File: config.mk
export PLATFORM = sky130hd
export DESIGN_NAME = noc_pe_rx_if
export DESIGN_NICKNAME = d
export VERILOG_FILES = /design/src/rtl/noc_pkg.sv /design/src/rtl/noc_rx_fifo.sv /design/src/rtl/noc_pe_rx_if.sv
export SDC_FILE = /design/constraint.sdc
export NUM_CORES = 1
export LEC_CHECK = 0
export ABC_AREA = 0
export CAP_MARGIN = 30
export CORE_MARGIN = 2
export CORE_UTILIZATION = 52
export CTS_BUF_LIST = sky130_fd_sc_hd__clkbuf_8
export DETAILED_ROUTE_END_ITERATION = 7
export GPL_TIMING_DRIVEN = 0
export MAX_ROUTING_LAYER = met4
export PLACE_DENSITY = 0.78
export SYNTH_ARGS = -nofsm -noshare
export SYNTH_HDL_FRONTEND = slang
export SYNTH_HIERARCHICAL = 1
export SYNTH_SLANG_ARGS = --single-unit
File: constraint.sdc
create_clock -name clk -period 2.83 [get_ports clk]
set_clock_uncertainty 0.2 [all_clocks]
set_input_delay 0.566 -clock clk [delete_from_list [all_inputs] [get_ports clk]]
set_output_delay 0.566 -clock clk [all_outputs]
set_load 0.005 [all_outputs]
File: src/rtl/noc_pkg.sv
// Shared NoC packet definitions: 33-bit packet field map, packet type codes and
// the receive-side FSM state encoding.
package noc_pkg;

  localparam int PKT_W    = 33;
  localparam int LOC_W    = 5;
  localparam int TYPE_W   = 2;
  localparam int PAY_W    = 21;

  localparam int DEST_MSB = 32;
  localparam int DEST_LSB = 28;
  localparam int SRC_MSB  = 27;
  localparam int SRC_LSB  = 23;
  localparam int TYPE_MSB = 22;
  localparam int TYPE_LSB = 21;
  localparam int PAY_MSB  = 20;
  localparam int PAY_LSB  = 0;

  typedef logic [LOC_W-1:0] loc_t;

  typedef enum logic [TYPE_W-1:0] {
    PKT_WGT   = 2'b00,
    PKT_IFMAP = 2'b01,
    PKT_SPIKE = 2'b10,
    PKT_CTRL  = 2'b11
  } pkt_type_e;

  typedef struct packed {
    loc_t             dest;
    loc_t             src;
    pkt_type_e        ptype;
    logic [PAY_W-1:0] payload;
  } packet_t;

  // What the PE needs once routing is done: destination is stripped.
  typedef struct packed {
    loc_t             src;
    pkt_type_e        ptype;
    logic [PAY_W-1:0] payload;
  } entry_t;

  localparam int ENTRY_W = $bits(entry_t);

  typedef enum logic [1:0] {
    ST_IDLE  = 2'b00,
    ST_CHECK = 2'b01,
    ST_PUSH  = 2'b10,
    ST_ACK   = 2'b11
  } rx_state_e;

endpackage

File: src/rtl/noc_rx_fifo.sv
// Synchronous receive FIFO with registered full flag and occupancy level.
// Head data reads as zero while empty.
module noc_rx_fifo #(
  parameter int DEPTH = 4,
  parameter int WIDTH = 28,
  localparam int AW   = $clog2(DEPTH),
  localparam int LW   = AW + 1
) (
  input  logic             clk,
  input  logic             rst_n,
  input  logic             push,
  input  logic [WIDTH-1:0] wdata,
  input  logic             pop,
  output logic [WIDTH-1:0] rdata,
  output logic             valid,
  output logic             full,
  output logic [LW-1:0]    level
);

  logic [WIDTH-1:0] mem [DEPTH];
  logic [AW-1:0]    wr_ptr;
  logic [AW-1:0]    rd_ptr;
  logic [LW-1:0]    count;
  logic [LW-1:0]    count_next;
  logic             full_q;
  logic             do_push;
  logic             do_pop;

  // A push against a full FIFO is refused even if a pop happens the same cycle.
  assign do_push = push && !full_q;
  assign do_pop  = pop && (count != '0);

  always_comb begin
    count_next = count;
    case ({do_push, do_pop})
      2'b10:   count_next = count + 1'b1;
      2'b01:   count_next = count - 1'b1;
      default: count_next = count;
    endcase
  end

  // Pointers are exactly AW bits wide, so they wrap modulo DEPTH for free.
  always_ff @(posedge clk or negedge rst_n) begin
    if (!rst_n) begin
      wr_ptr <= '0;
      rd_ptr <= '0;
      count  <= '0;
      full_q <= 1'b0;
    end else begin
      if (do_push) wr_ptr <= wr_ptr + 1'b1;
      if (do_pop)  rd_ptr <= rd_ptr + 1'b1;
      count  <= count_next;
      full_q <= (count_next == LW'(DEPTH));
    end
  end

  always_ff @(posedge clk) begin
    if (do_push) mem[wr_ptr] <= wdata;
  end

  assign valid = (count != '0);
  assign rdata = valid ? mem[rd_ptr] : '0;
  assign full  = full_q;
  assign level = count;

endmodule

File: src/rtl/noc_pe_rx_if.sv
// Receive end of a router pe_mem port: 2-phase bundled-data in, filtered and
// buffered valid/ready stream out to the PE/MEM core.
module noc_pe_rx_if
  import noc_pkg::*;
#(
  parameter int         WIDTH_PACKAGE = 33,
  parameter logic [4:0] LOCAL_LOC     = 5'b00000,
  parameter int         FIFO_DEPTH    = 4,
  parameter int         SYNC_STAGES   = 2
) (
  input  logic                          clk,
  input  logic                          rst_n,
  input  logic                          in_req,
  input  logic [WIDTH_PACKAGE-1:0]      in_data,
  output logic                          in_ack,
  output logic                          out_valid,
  input  logic                          out_ready,
  output logic [4:0]                    out_src,
  output logic [1:0]                    out_type,
  output logic [20:0]                   out_payload,
  output logic [$clog2(FIFO_DEPTH):0]   fifo_level,
  output logic [7:0]                    drop_cnt
);

  // state | meaning
  // IDLE  | waiting for req_s != in_ack; captures in_data on a new request
  // CHECK | compares held destination with LOCAL_LOC
  // PUSH  | writes held packet into FIFO; stalls (no ack) while FIFO full
  // ACK   | toggles in_ack, returning the 2-phase acknowledge

  rx_state_e                state_q;
  rx_state_e                state_d;
  logic [SYNC_STAGES-1:0]   sync_q;
  logic                     req_s;
  logic                     pending;
  logic [WIDTH_PACKAGE-1:0] hold_q;
  logic                     hold_load;
  logic                     drop_inc;
  logic                     ack_toggle;
  logic                     fifo_push;
  logic                     fifo_pop;
  logic                     fifo_full;
  loc_t                     hold_dest;
  entry_t                   wr_entry;
  entry_t                   head;

  always_ff @(posedge clk or negedge rst_n) begin
    if (!rst_n) sync_q <= '0;
    else        sync_q <= {sync_q[SYNC_STAGES-2:0], in_req};
  end

  assign req_s   = sync_q[SYNC_STAGES-1];
  assign pending = (req_s != in_ack);

  assign hold_dest        = hold_q[DEST_MSB:DEST_LSB];
  assign wr_entry.src     = hold_q[SRC_MSB:SRC_LSB];
  assign wr_entry.ptype   = pkt_type_e'(hold_q[TYPE_MSB:TYPE_LSB]);
  assign wr_entry.payload = hold_q[PAY_MSB:PAY_LSB];

  always_ff @(posedge clk or negedge rst_n) begin
    if (!rst_n) state_q <= ST_IDLE;
    else        state_q <= state_d;
  end

  always_comb begin
    state_d    = state_q;
    hold_load  = 1'b0;
    drop_inc   = 1'b0;
    fifo_push  = 1'b0;
    ack_toggle = 1'b0;
    case (state_q)
      ST_IDLE: begin
        if (pending) begin
          hold_load = 1'b1;
          state_d   = ST_CHECK;
        end
      end
      ST_CHECK: begin
        if (hold_dest == LOCAL_LOC) begin
          state_d = ST_PUSH;
        end else begin
          drop_inc = 1'b1;
          state_d  = ST_ACK;
        end
      end
      ST_PUSH: begin
        if (!fifo_full) begin
          fifo_push = 1'b1;
          state_d   = ST_ACK;
        end
      end
      ST_ACK: begin
        ack_toggle = 1'b1;
        state_d    = ST_IDLE;
      end
      default: state_d = ST_IDLE;
    endcase
  end

  // in_data is only guaranteed stable while a request is outstanding, so it is
  // captured once in IDLE and everything downstream works from the copy.
  always_ff @(posedge clk or negedge rst_n) begin
    if (!rst_n) begin
      hold_q   <= '0;
      in_ack   <= 1'b0;
      drop_cnt <= '0;
    end else begin
      if (hold_load)                       hold_q   <= in_data;
      if (ack_toggle)                      in_ack   <= ~in_ack;
      if (drop_inc && (drop_cnt != 8'hFF)) drop_cnt <= drop_cnt + 1'b1;
    end
  end

  assign fifo_pop = out_valid && out_ready;

  noc_rx_fifo #(
    .DEPTH (FIFO_DEPTH),
    .WIDTH (ENTRY_W)
  ) u_fifo (
    .clk   (clk),
    .rst_n (rst_n),
    .push  (fifo_push),
    .wdata (wr_entry),
    .pop   (fifo_pop),
    .rdata (head),
    .valid (out_valid),
    .full  (fifo_full),
    .level (fifo_level)
  );

  assign out_src     = head.src;
  assign out_type    = head.ptype;
  assign out_payload = head.payload;

endmodule

[Yosys cells after proc, flatten, opt, wreduce, memory -nomap -nowiden]
Memories as Yosys holds them, arrays and structs flattened.
Cells that the tools add are included.
Word-level totals
  register bits: 54
  bits in latches: 0
  memory bits (writable): 112
  bits in read-only memories: 0
  bits of input ports: 37
  output and inout bits: 41
  memories kept: 1
Memories
  u_fifo.mem: words 4, bits a word 28, rd ports 1, clocked after Yosys merged registers in 0, write ports 1, RTL line noc_rx_fifo.sv:20  | logic [WIDTH-1:0] mem [DEPTH];
Cells by class
  add/sub/neg operators: 5
  multipliers: 0
  divide/modulo/power cells: 0
  order comparisons: 0
  equal/unequal tests: 10
  shifts and indexed selects: 0
  multiplexer cells: 15
  bitwise operators: 1
  reduce and logical (&&, ||, !) cells: 9
Operators with widths (count)
  $mux 28: 1
  $mux 1: 10
  $add 8x1->8 const B: 1
  $ne 8x8->1 const B: 1
  $pmux 2 s4: 1
  $eq 2x2->1 const B: 3
  $pmux 3 s2: 1
  $logic_not 5->1: 1
  $add 2x1->2 const B: 2
  $eq 2x1->1 const B: 2
  $logic_and 1x1->1: 4
  $mux 2: 2
  $ne 2x2->1 const B: 2
  $add 3x1->3 const B: 1
  $eq 3x3->1 const B: 1
  $reduce_bool 3->1: 1
  $sub 3x1->3 const B: 1
  $logic_not 2->1: 1
  $reduce_and 2->1: 1
  $logic_not 1->1: 1
  $ne 1x1->1: 1
  $not 1->1: 1

[Longest topological paths before layout]
Gate-level depths: netlist of the first run.
  word-level depth: 6
  mapped depth: 12

[Cells and area by module]
Netlist of the first run, hierarchy kept.
Modules (own cells, without submodules)
  noc_rx_fifo: times used 1, cells each 218, area each 4679.5 sq um
  noc_pe_rx_if: times used 1, cells each 135, area each 1939.4 sq um

[Least setup slack after synthesis of the first run]
OpenSTA, ideal clock, no wires.
  kind: flip-flop to flip-flop
  start: register u_fifo.count[0], in the netlist u_fifo/level[0]
  end: register u_fifo.full_q, in the netlist u_fifo/full
  arrival time: 2.333 ns
  data required time: 2.536 ns
  setup slack: 0.204 ns
  cell stages (with the launch flop): 11
  buffers on the path: 1
  cells stage by stage: dfrtp_1 > or3_4 > clkbuf_1 > and2_1 > and2_1 > ha_1 > inv_1 > fa_1 > xor2_1 > or3_1 > a211oi_1
Between the ends
  word-level cells in the longest chain between the ends: 6
  elaborated cells between the ends (all ways): 9
  classes of those cells: add/sub: 2; eq/ne: 3; mux: 1; reduce/logical: 3
RTL lines
  from (decl): RTL line noc_rx_fifo.sv:23  | logic [LW-1:0] count;
  from (signal assigned): RTL line noc_rx_fifo.sv:52  | count <= count_next;
  $reduce_bool 3->1 (*): RTL line noc_rx_fifo.sv:61  | assign valid = (count != '0);
  via out_valid: RTL line noc_pe_rx_if.sv:16  | output logic out_valid,
  $logic_and 1x1->1 (*): RTL line noc_pe_rx_if.sv:114  | assign fifo_pop = out_valid && out_ready;
  via fifo_pop: RTL line noc_pe_rx_if.sv:41  | logic fifo_pop;
  $logic_and 1x1->1 (*): RTL line noc_rx_fifo.sv:31  | assign do_pop = pop && (count != '0);
  via u_fifo.do_pop: RTL line noc_rx_fifo.sv:27  | logic do_pop;
  $eq 2x1->1 or $eq 2x2->1 (tied branches): RTL line noc_rx_fifo.sv:35  | case ({do_push, do_pop})
  $pmux 3 s2 (*): RTL line noc_rx_fifo.sv:35
  $eq 3x3->1 (*): RTL line noc_rx_fifo.sv:53  | full_q <= (count_next == LW'(DEPTH));
  to (signal assigned): RTL line noc_rx_fifo.sv:53
  to (decl): RTL line noc_rx_fifo.sv:25  | logic full_q;
The timed path passes the listed nets; every way through them passes the cells marked *.
A chain may end at the register's enable or synchronous reset.

[Final worst setup path of the first run]
  start: register u_fifo.rd_ptr[0]
  end: output out_payload[7]
Between the ends
  word-level cells in the longest chain between the ends: 2
RTL lines
  from (decl): RTL line noc_rx_fifo.sv:22  | logic [AW-1:0] rd_ptr;
  from (signal assigned): RTL line noc_rx_fifo.sv:51  | if (do_pop) rd_ptr <= rd_ptr + 1'b1;
  $mem_v2 4x28
  $mux 28: RTL line noc_rx_fifo.sv:62  | assign rdata = valid ? mem[rd_ptr] : '0;
  to (decl): RTL line noc_pe_rx_if.sv:20  | output logic [20:0] out_payload,
Every way passes these cells.

==> results.json, run 1 <==
{
  "synth_top_cell_area_share_pct": 50.8,
  "timing.final.hold_violations": 0,
  "routed-via-count": 3437,
  "slew-limit-headroom_pct": 44.1,
  "leakagePower_nw": 3.05,
  "hold_path_class": "reg -> reg",
  "path_max_fanout": 4,
  "root_buffer": "clkbuf_8",
  "path_class": "reg -> out",
  "cap_violations": 0,
  "ir_worst_vdd_v": 0.000613,
  "drtIter0Drc": 201,
  "first_global_vias": 3580,
  "cts_tree": "done",
  "max_stage_delay_ps": 480,
  "clk_latency_ps": 440,
  "start_kind": "flip-flop",
  "io_buffer_count": 77,
  "synth-seq-cells": 166,
  "use_met3_pct": 5.05,
  "syn_area_per_cell_sq_um": 18.8,
  "cts_buffers": 17,
  "grt_use_met2_pct": 32.4,
  "die_h_um": 117,
  "drtPass1Iterations": 4,
  "report.final.slew_viol_count": 0,
  "final_antenna_net_count": 0,
  "grt_usage_pct": 19.9,
  "cp_common_cell": "buf_6",
  "die_width_um": 117,
  "yosys.area.top_type": "edfxtp_1",
  "worstPathRequired_ps": 2060,
  "synth_nets": 402,
  "grt_pass1_wl_mm": 19.1,
  "grt_max_degree": 35,
  "drc_errors": 0,
  "area_delta_synth_final_pct": 24.5,
  "yosysMostFrequentCell": "edfxtp_1",
  "end_kind": "output pin",
  "vias_per_cell": 5.30,
  "stdcell_area_sq_um": 8240,
  "cts.sinks": 166,
  "place_congestion": 0.688,
  "nets": 512,
  "dp_hpwl_mm": 7.30,
  "clk_pin_slew_ps": 80,
  "yosysSeqAreaShare_pct": 71.2,
  "n_antenna_cell": 0,
  "clock.fmax_ghz": 0.361,
  "ys_types": 35,
  "ys_warn_count": 6,
  "multi_input_area_sq_um": 1850,
  "cts_buffer_depth": 2,
  "arrival_ps": 2010,
  "regArea_sq_um": 4720,
  "synth_area_sq_um": 6620,
  "grt_overflow": 0,
  "busiest_layer": "met2",
  "synth_edf_count": 112,
  "dieArea_sq_um": 13600,
  "crit_path_cell_trace": "buf_6, buf_6, buf_16, mux4_2, and2_4, clkdlybuf4s15_2",
  "setup_viol": 0,
  "status": "finished, final reports clean",
  "ys_top_cells_by_count": "112 x edfxtp_1, 54 x dfrtp_1, 35 x mux2_2",
  "finalCriticalPeriod_ps": 2770,
  "cts_max_level": 4,
  "fp.coreArea_sq_um": 12500,
  "placed_area_sq_um": 7620,
  "grt_antenna_before_repair": 0,
  "async_flop_share_pct": 32.5,
  "routedWlPerCell_um": 18.6,
  "synth-main-ff-cell": "edfxtp_1",
  "period_share_pct": 97.9,
  "power_density_nw_per_um2": 1090,
  "start_util_pct": 52.9,
  "met1_usage_pct": 24.9,
  "rsz0062_at_grt": "true",
  "drive_above_1_share_pct": 34.2,
  "synthCells": 353,
  "finalPower_mw": 8.97,
  "synth.area.top_cells": "edfxtp_1 51%, dfrtp_1 20%, mux4_2 9.5%",
  "critPathSlowestCell": "mux4_2",
  "tightest_slew_ps": 838,
  "finalWirelength_mm": 12.1,
  "io_pins": 78,
  "fill_cells": 872,
  "rows": 41
}
sequential cells by signal (all words and copies together) (netlist names):
register	flops
u_fifo/full	1
hold_q	33
u_fifo/level	3
drop_cnt	8
sync_q	2
u_fifo/rd_ptr	2
u_fifo/mem	112
u_fifo/wr_ptr	2
in_ack	1
state_q	2
cell families (layout without fill, tap and decap cells):
| group | after synthesis | count (layout) | synth area share [%] |
|---|---|---|---|
| and+or+nand+nor | 63 | 63 | 5.65 |
| adders and majority gates | 12 | 12 | 2.38 |
| buffers and inverters | 22 | 145 | 1.74 |
| AOI/OAI and AO/OA | 16 | 16 | 1.85 |
| xor gates and xnor gates | 8 | 8 | 1.06 |
| muxes | 66 | 66 | 16.1 |
| DFF | 166 | 166 | 71.2 |
area by class of cell:
type                       instances  share of cell area [%]
timing repair buffer              93                    11.8
buffer                            11                    1.20
clock buffer                      19                    3.17
multi-input combinational        165                    22.4
sequential                       166                    57.2
tap                              172                    2.61
inverter                           9                   0.410
clock inverter                    13                    1.12
power breakdown:
group	internal [mW]	switching [mW]
clock	0.721	0.797
sequential	3.48	0.442
combinational	2.11	1.41
metrics by stage:
stage          TNS, ps  setup WS (ps)  utilization, %  hold WS (ps)  std cells
6_report             0           58.2            65.8           164        648
5_1_grt          -18.3          -15.5            65.8           184        648
4_1_cts          -98.6          -50.0            65.7           170        649
3_3_place_gp    -71770           -915            60.8           137        602
3_5_place_dp      -403           -334            60.9           152        603
2_1_floorplan        0            204               -          70.4        353
critical path: cells and delay by family (launching register included):
kind          cells  cell delay (ps)
buf+inv           4              540
simple gates      1              140
mux               1              480
flops             1              400
repair_timing:
action / in CTS / in global routing
cloned: 2 / 0
setup buffers: 11 / 1
setup endpoints to repair: 31 / 24
pin swaps: 9 / 2
gates resized for setup: 92 / 26
endpoints found under the hold margin: 20 / 0
hold buffers: 1 / 0
path summary, 6_finish.rpt:
kind | startpoint | to | slack, ps | cells after the start
max | u_fifo/rd_ptr[0] | out_payload[7] | 60 | 6
min | sync_q[0] | sync_q[1] | 160 | 0
max reg2reg | u_fifo/level[0] | u_fifo/full | 100 | 10
min reg2reg | sync_q[0] | sync_q[1] | 160 | 0
max in group asynchronous | rst_n | hold_q[20] | 1410 | 3
min in group asynchronous | rst_n | hold_q[8] | 430 | 2
placed cells by master (no fill, tap or decap), drive strengths merged, types with 17 or more instances in the layout:
cell type / count
edfxtp: 112
dfrtp: 54
clkdlybuf4s50: 48
mux2: 37
and2: 34
buf: 29
mux4: 28
clkbuf: 25
clkdlybuf4s15: 17
routing by layer:
layer  up-vias  routed length, um
met3        13                620
met1      1758               5050
met2       104               6230
li1       1562                  -
met4         0                153
met5         -                  0
Note: power is estimated with default switching activity, not from simulation.
==> inputs of run 2 (changes only) <==
--- a/config.mk
+++ b/config.mk
@@ -14,6 +14,7 @@
 export GPL_TIMING_DRIVEN = 0
 export MAX_ROUTING_LAYER = met4
 export PLACE_DENSITY = 0.78
+export SETUP_SLACK_MARGIN = 0.02
 export SYNTH_ARGS = -nofsm -noshare
 export SYNTH_HDL_FRONTEND = slang
 export SYNTH_HIERARCHICAL = 1
==> run 2 against run 1 <==
Die area did not move. Global-route usage rose by 0.13 points. Core utilization fell by 0.15 points. Largest power group unchanged.
==> results.json, run 2 (synthesis gave the netlist of run 1 again) <==
{
  "setup_viol": 0,
  "fp.coreArea_sq_um": 12500,
  "cap_violations": 0,
  "grt_usage_pct": 20.1,
  "fin_ws_ps": 75.8,
  "rows": 41,
  "path_max_fanout": 4,
  "routedWlPerCell_um": 18.7,
  "setup_tns_ps": 0,
  "ir_worst_vdd_v": 0.000613,
  "io_pins": 78,
  "worstPathRequired_ps": 2060,
  "drc_errors": 0,
  "top_register": "u_fifo/mem",
  "rsz0062_at_grt": "true",
  "first_global_vias": 3641,
  "slew-limit-headroom_pct": 45.3,
  "reg_top3": "u_fifo/mem (112), hold_q (33), drop_cnt (8)",
  "status": "finished, final reports clean",
  "die_h_um": 117,
  "start_util_pct": 52.9,
  "hold_slack_ps": 164,
  "dp_slack_ps": -334,
  "min-delay-start": "sync_q[0]",
  "area_delta_synth_final_pct": 24.2,
  "drtIter0Drc": 226,
  "cts_buffer_depth": 2,
  "period_share_pct": 97.3,
  "hold_path_class": "reg -> reg",
  "hold_end": "sync_q[1]",
  "largest_reg_flops": 112,
  "dp_hpwl_mm": 7.30,
  "layout_commonest_cell": "edfxtp_1",
  "cts_max_level": 4,
  "tightest_slew_ps": 821,
  "finalWirelength_mm": 12.2,
  "grt_antenna_before_repair": 0,
  "clk_pin_slew_ps": 80,
  "final_antenna_net_count": 0,
  "fill_cells": 884,
  "r2r-end": "u_fifo/full",
  "timing.final.hold_violations": 0,
  "cts_tree": "done",
  "final_util_pct": 65.7,
  "root_buffer": "clkbuf_8",
  "grt_max_degree": 35,
  "clock.fmax_ghz": 0.363,
  "place_congestion": 0.688,
  "end_kind": "output pin",
  "vias_per_cell": 5.33,
  "r2r-start": "state_q[0]",
  "cts_buffers": 17,
  "routed-via-count": 3467,
  "crit_start": "u_fifo/rd_ptr[0]",
  "die_width_um": 117,
  "grt_pass1_wl_mm": 19.2,
  "power_density_nw_per_um2": 1090,
  "hold_depth": 0,
  "dieArea_sq_um": 13600,
  "io_buffer_count": 77,
  "finalCriticalPeriod_ps": 2750,
  "nets": 515,
  "path_class": "reg -> out",
  "drtPass1Iterations": 5,
  "cts.sinks": 166,
  "grt_overflow": 0,
  "report.final.slew_viol_count": 0,
  "leakagePower_nw": 3.06,
  "n_antenna_cell": 0,
  "clk_latency_ps": 450,
  "drive_above_1_share_pct": 37.0,
  "final_cell_mix": "112 x edfxtp_1, 53 x dfrtp_1, 48 x clkdlybuf4s50_1",
  "r2r_slack_ps": 110,
  "reg2reg_depth": 11,
  "arrival_ps": 1990,
  "start_kind": "flip-flop"
}
## run 2: cell types whose count changed in the layout (fill, tap and decap cells not counted), moves of 2 or more
cell             delta
clkdlybuf4s15_1    -10
dlygate4sd2_1       -2
buf_6               +6
buf_2               +6
## run 2: area by class of cell
type / instances / area, sq um / share of cell area, %
Sequential cell: 166 / 4720 / 57.4
Clock inverter: 13 / 92.6 / 1.13
Multi-Input combinational cell: 165 / 1840 / 22.4
Timing Repair Buffer: 97 / 975 / 11.9
Buffer: 10 / 81.3 / 0.989
Clock buffer: 19 / 262 / 3.18
Inverter: 9 / 33.8 / 0.411
Tap cell: 172 / 215 / 2.62
## run 2: worst max-delay path, stage by stage, from the launching register on
cell and delay (ps):
dfrtp_2 410, buf_6 140, buf_16 110, mux4_2 470, and2_1 160, dlygate4sd2_1 250
## run 2: worst max path at each step
stage	end	slack, ps	cells after the start
global route	u_fifo/full	8	11
global placement	hold_q[20]	-920	1
finish	out_payload[11]	80	5
floorplan	u_fifo/full	200	10
detailed placement	u_fifo/full	-330	9
CTS	u_fifo/full	-50	12
## run 2: through the flow
stage,cell area [sq um],power [mW],cells
floorplan,6620,5.74,353
global placement,7600,6.96,602
detailed placement,7620,7.12,603
CTS,8240,9.03,652
global route,8220,9.47,651
finish,8220,8.96,651
## run 2: routing by layer
layer / share of wire, % / up-vias / GRT usage (%)
met5: 0 / - / -
met4: 1.3 / 0 / 6.59
met3: 4.7 / 12 / 4.99
met2: 51 / 99 / 32.9
met1: 43 / 1788 / 24.9
li1: - / 1568 / -
## run 2: where the power goes
| part | switching (mW) | internal (mW) |
|---|---|---|
| Combinational | 1.42 | 2.10 |
| Sequential | 0.442 | 3.48 |
| Clock | 0.802 | 0.721 |
## run 2: repair_timing
| item | CTS | global route |
|---|---|---|
| resized for setup | 126 | 21 |
| cloned | 2 | 0 |
| setup buffers | 14 | 3 |
| endpoints found under the setup margin | 31 | 23 |
| pin swaps | 18 | 2 |
| hold endpoints to repair | 20 | 0 |
| hold buffers | 1 | 0 |
